$ cat config.mk
export PLATFORM = sky130hd
export DESIGN_NAME = viterbi_decode_flat
export DESIGN_NICKNAME = d
export VERILOG_FILES = /design/src/rtl/viterbi_decode_if.sv /design/src/rtl/viterbi_decode.sv /design/src/flat_wrapper.sv
export SDC_FILE = /design/constraint.sdc
export NUM_CORES = 1
export LEC_CHECK = 0
export CORE_UTILIZATION = 56
export DETAILED_ROUTE_END_ITERATION = 8
export PLACE_DENSITY = 0.75
export SLEW_MARGIN = 20
export SYNTH_ARGS = -nofsm -noshare
export SYNTH_HDL_FRONTEND = slang
export SYNTH_SLANG_ARGS = --single-unit
$ cat constraint.sdc
create_clock -name clk_sig -period 12.45 [get_ports clk_sig]
set_clock_uncertainty 0.15 [all_clocks]
set_input_delay 1.8675 -clock clk_sig [delete_from_list [all_inputs] [get_ports clk_sig]]
set_output_delay 1.8675 -clock clk_sig [all_outputs]
set_load 0.05 [all_outputs]
$ cat src/rtl/viterbi_decode_if.sv
// Symbol-in / decision-out signal bundle for the K=3 Viterbi decoder.
// The master drives received symbols; the slave (decoder) returns registered decisions.
interface viterbi_decode_if;
    logic       en_p;
    logic [1:0] code_sig;
    logic       decode_sig;
    logic       valid_sig;

    modport master (
        output en_p,
        output code_sig,
        input  decode_sig,
        input  valid_sig
    );

    modport slave (
        input  en_p,
        input  code_sig,
        output decode_sig,
        output valid_sig
    );
endinterface

$ cat src/rtl/viterbi_decode.sv
// Hard-decision Viterbi decoder for the rate-1/2, K=3 (7,5 octal) code.
// Register-exchange survivors, per-symbol metric normalisation, registered outputs.
module viterbi_decode #(
    parameter int TRACE_DEPTH = 15,
    parameter int PM_WIDTH    = 6
) (
    input logic             clk_sig,
    input logic             rst_n,
    viterbi_decode_if.slave bus
);
    localparam int CW = $clog2(TRACE_DEPTH);

    typedef logic [PM_WIDTH-1:0]    pm_t;
    typedef logic [PM_WIDTH:0]      sum_t;
    typedef logic [TRACE_DEPTH-1:0] surv_t;

    pm_t           metric     [4];
    pm_t           metric_nxt [4];
    surv_t         surv       [4];
    surv_t         surv_nxt   [4];
    sum_t          acc        [4];
    sum_t          min_acc;
    logic [1:0]    out_state;
    logic [CW-1:0] cnt;

    function automatic sum_t hamming(input logic [1:0] a, input logic [1:0] b);
        logic [1:0] d;
        d = a ^ b;
        return sum_t'(d[1]) + sum_t'(d[0]);
    endfunction

    // Next state n={u,s1} is reached from {s1,0} and {s1,1}; their expected pairs are complements.
    for (genvar n = 0; n < 4; n++) begin : g_acs
        localparam int U      = n / 2;
        localparam int S1     = n % 2;
        localparam int P_LO   = 2 * S1;
        localparam int P_HI   = P_LO + 1;
        localparam int EXP_LO = ((U ^ S1) << 1) | U;
        localparam int EXP_HI = EXP_LO ^ 3;

        sum_t sum_lo;
        sum_t sum_hi;
        logic take_hi;

        assign sum_lo  = sum_t'(metric[P_LO]) + hamming(bus.code_sig, 2'(EXP_LO));
        assign sum_hi  = sum_t'(metric[P_HI]) + hamming(bus.code_sig, 2'(EXP_HI));
        // Strict compare so equal sums keep the {s1,0} predecessor.
        assign take_hi = (sum_hi < sum_lo);
        assign acc[n]  = take_hi ? sum_hi : sum_lo;

        assign surv_nxt[n]   = {take_hi ? surv[P_HI][TRACE_DEPTH-2:0]
                                        : surv[P_LO][TRACE_DEPTH-2:0], 1'(U)};
        assign metric_nxt[n] = pm_t'(acc[n] - min_acc);
    end

    // NOTE: both outputs get a value before the loop, so no latch can be inferred.
    always_comb begin
        min_acc   = acc[0];
        out_state = 2'd0;
        for (int n = 1; n < 4; n++) begin
            if (acc[n] < min_acc) begin
                min_acc   = acc[n];
                out_state = 2'(n);
            end
        end
    end

    // NOTE: survivors are reset too: decisions are read from bit TRACE_DEPTH-1 before it has been filled.
    always_ff @(posedge clk_sig or negedge rst_n) begin
        if (!rst_n) begin
            for (int s = 0; s < 4; s++) begin
                metric[s] <= (s == 0) ? pm_t'(0) : pm_t'(8);
                surv[s]   <= '0;
            end
            cnt            <= '0;
            bus.decode_sig <= 1'b0;
            bus.valid_sig  <= 1'b0;
        end else if (bus.en_p) begin
            for (int s = 0; s < 4; s++) begin
                metric[s] <= metric_nxt[s];
                surv[s]   <= surv_nxt[s];
            end
            if (cnt != CW'(TRACE_DEPTH - 1)) begin
                cnt <= cnt + CW'(1);
            end
            bus.decode_sig <= surv_nxt[out_state][TRACE_DEPTH-1];
            bus.valid_sig  <= (cnt == CW'(TRACE_DEPTH - 1));
        end else begin
            bus.valid_sig <= 1'b0;
        end
    end
endmodule

$ cat src/flat_wrapper.sv
// flat-port wrapper written by rule: the top's interface ports become plain ports
module viterbi_decode_flat 
#(
    parameter int TRACE_DEPTH = 15,
    parameter int PM_WIDTH    = 6
)
  (clk_sig, rst_n, bus_en_p, bus_code_sig, bus_decode_sig, bus_valid_sig);
  viterbi_decode_if bus_i ();
  input logic clk_sig;
  input logic rst_n;
  input wire logic [$bits(bus_i.en_p)-1:0] bus_en_p;
  input wire logic [$bits(bus_i.code_sig)-1:0] bus_code_sig;
  output wire logic [$bits(bus_i.decode_sig)-1:0] bus_decode_sig;
  output wire logic [$bits(bus_i.valid_sig)-1:0] bus_valid_sig;
  assign bus_i.en_p = bus_en_p;
  assign bus_i.code_sig = bus_code_sig;
  assign bus_decode_sig = bus_i.decode_sig;
  assign bus_valid_sig = bus_i.valid_sig;
  viterbi_decode #(.TRACE_DEPTH(TRACE_DEPTH), .PM_WIDTH(PM_WIDTH)) u_core (.clk_sig(clk_sig), .rst_n(rst_n), .bus(bus_i));
endmodule
==> results_dict.tcl <==
set metrics [dict create \
    maxSlewHeadroom 0.290 \
    finalCritPeriodShare 0.948 \
    port_buffers 6 \
    cp-end-kind "flop" \
    setup_viol_count_final 0 \
    crit_path_top_delay_cell "sky130_fd_sc_hd__clkdlybuf4s50_1" \
    die_height_um 122 \
    filler_cell_count 1255 \
    preCtsSetupSlack_ps 130 \
    timing_worst_setup_path_type "in2reg" \
    drt_first_iter_violations 756 \
    h_tree_depth 3 \
    cts_tree "built" \
    synthesis.area_per_instance_um2 8.65 \
    route.vias.total 7020 \
    num_rows 43 \
    async_reset_ff_frac 1.00 \
    insertedDiodeCount 0 \
    register_bit_count_reported_by_yosys 81 \
    initial_drt_pass_iterations 6 \
    global_route.overflow_total 0 \
    detailed_place_hpwl_mm 16.0 \
    antenna_found_initial 0 \
    mappedNetlistNets 1003 \
    top_level_ports 7 \
    first_global_vias 6406 \
    synth_enable_flop_cells 0 \
    synth.cells.most_frequent "sky130_fd_sc_hd__a21oi_1 (104), sky130_fd_sc_hd__nor2_1 (93), sky130_fd_sc_hd__dfrtp_1 (78), sky130_fd_sc_hd__mux2i_1 (65)" \
    fp.dieW_um 122 \
    timing.setup.tns_ps 0 \
    ys_top_cells_by_area "sky130_fd_sc_hd__dfrtp_1 (24%), sky130_fd_sc_hd__ha_1 (9.4%), sky130_fd_sc_hd__mux2i_1 (8.0%)" \
    synthesis.yosys.warnings 0 \
    floorplan.initialDensity 0.579 \
    number_of_cts_inserted_buffers 9 \
    synthToLayoutAreaGrowth_pct 6.99 \
    root_buffer "sky130_fd_sc_hd__clkbuf_16" \
    yosysUniqueCellTypes 99 \
    antenna_left 0 \
    grt.total_usage 0.295 \
    final_critical_path_setup_slack_ps 651 \
    run_status "completed" \
    worst_pin_slew_ps 1050 \
    synth_area_mm2 0.00811 \
    seq_area_frac_synth 0.251 \
    gp_congestion 0.969 \
    max_freq_mhz 84.8 \
    synthFlopType "sky130_fd_sc_hd__dfrtp_1" \
    crit_path_max_incr_delay_ps 570 \
    maxSlewViolCount 0 \
    clockBufferDepth 2 \
    max_cap_violations 0 \
    setup_repair_after_global_routing_missed_its_margin "no" \
    worstPathMaxFanout 7 \
    insertion_delay_ps 350 \
    synth.top_cell.area_share 0.241 \
    synth.most_common_cell "sky130_fd_sc_hd__a21oi_1" \
    arrival_ps 11930 \
    area_of_the_die_mm2 0.0150 \
    synth_top_area_cell "sky130_fd_sc_hd__dfrtp_1" \
    finalNetCount 998 \
    path_clk_slew_ps 60 \
    wire_length_of_the_first_global_routing_pass_mm 33.8 \
    grt_max_degree 101 \
    routedWlPerCell_um 18.9 \
    postSynthCellCount 937 \
    drcViolationCount 0 \
    post_route_cells_drive_above_1_share 0.143 \
    fin_crit_ps 11800 \
    crit_required_ps 12580 \
    floorplan.core_area_mm2 0.0140 \
    min_path_type "reg2reg" \
    timing.critical_path.mode_cell "sky130_fd_sc_hd__ha_1" \
    cts.sinks 81 \
    postCtsHoldBufs 0 \
    critical_path.startpoint_type "input port" \
    wirelength_routed_mm 21.1 \
    viasPerCell 6.28 \
    timing_hold_violations_final 0 \
]
## layout make-up
type | count | area [µm²] | share of cell area
multi-input cells | 767 | 5730 | 0.661
flip-flops and latches | 81 | 2030 | 0.234
clock buffers | 11 | 233 | 0.0268
well taps | 180 | 225 | 0.0260
repair buffers | 27 | 216 | 0.0250
inverters | 46 | 173 | 0.0199
clock inverters | 5 | 63.8 | 0.00736
## kinds of logic (layout without fill, tap and decap cells)
family                     count (synthesis)  after routing  synth area share
buffers and inverters                     89             89            0.0474
and+or+nand+nor                          274            274             0.164
DFF                                       81             81             0.251
AOI/OAI and AO/OA                        284            284             0.261
muxes                                     90             90             0.120
adders and majority gates                 64             64            0.0980
xor gates and xnor gates                  55             55            0.0594
## final timing paths
| kind | slack, ps | depth (start not counted) | to | from |
|---|---|---|---|---|
| worst max register to register | 2900 | 43 | u_core.metric[11] | u_core.metric[6] |
| worst min-delay path | 340 | 1 | u_core.surv[0] | u_core.surv[0] |
| max in group asynchronous | 10220 | 1 | u_core.metric[1] | rst_n |
| worst max-delay path | 650 | 47 | u_core.metric[11] | bus_code_sig[1] |
| min in group asynchronous | 1390 | 1 | u_core.surv[36] | rst_n |
| worst min register to register | 340 | 1 | u_core.surv[0] | u_core.surv[0] |
## state kept, by name, summed over array words and instances, names as in the netlist
| register | cells |
|---|---|
| u_core.metric | 24 |
| u_core.bus.valid_sig | 1 |
| u_core.cnt | 4 |
| u_core.bus.decode_sig | 1 |
| u_core.surv | 51 |
## placed cells by master, fill, tap and decap left out, types with 20 or more instances in the layout
| master | Yosys | layout |
|---|---|---|
| sky130_fd_sc_hd__ha_1 | 61 | 61 |
| sky130_fd_sc_hd__mux2_2 | 20 | 20 |
| sky130_fd_sc_hd__nand2_1 | 61 | 60 |
| sky130_fd_sc_hd__xnor2_1 | 36 | 36 |
| sky130_fd_sc_hd__buf_4 | 3 | 22 |
| sky130_fd_sc_hd__o21ai_0 | 40 | 40 |
| sky130_fd_sc_hd__a21oi_1 | 104 | 102 |
| sky130_fd_sc_hd__nor2_1 | 93 | 93 |
| sky130_fd_sc_hd__nand3_1 | 26 | 26 |
| sky130_fd_sc_hd__mux2i_1 | 65 | 65 |
| sky130_fd_sc_hd__inv_1 | 43 | 43 |
| sky130_fd_sc_hd__dfrtp_1 | 78 | 78 |
## per-stage QoR
| step | util | instance area [µm²] | hold slack [ps] | cells |
|---|---|---|---|---|
| after detailed placement | 0.594 | 8310 | 314 | 1095 |
| after floorplan | - | 8110 | 289 | 937 |
| after CTS | 0.615 | 8610 | 342 | 1111 |
| after global routing | 0.620 | 8670 | 368 | 1117 |
| final | 0.620 | 8670 | 341 | 1117 |
| after global placement | 0.594 | 8310 | 304 | 1095 |
## worst max-delay path: cells and delay by family
family / cells / cell delay (ps)
compound gates: 21 / 4690
buf+inv: 7 / 1300
fa+ha+maj: 8 / 2320
simple gates: 10 / 1480
xor+xnor: 1 / 250
## layer usage
layer | share of wire | GRT usage | vias up
met3 | 0.068 | 0.0507 | 54
met2 | 0.45 | 0.454 | 236
met4 | 0.029 | 0.104 | 0
li1 | - | - | 3409
met5 | 0 | 0 | -
met1 | 0.45 | 0.416 | 3321
## what timing repair did
action / CTS / global route
endpoints found under the hold margin: 0 / 0
setup endpoints to repair: 0 / 12
gates resized for setup: 0 / 4
setup buffers: 0 / 6
Power is not shown: default switching activity piles up to over one toggle a cycle in this logic, so the estimate is an artifact.
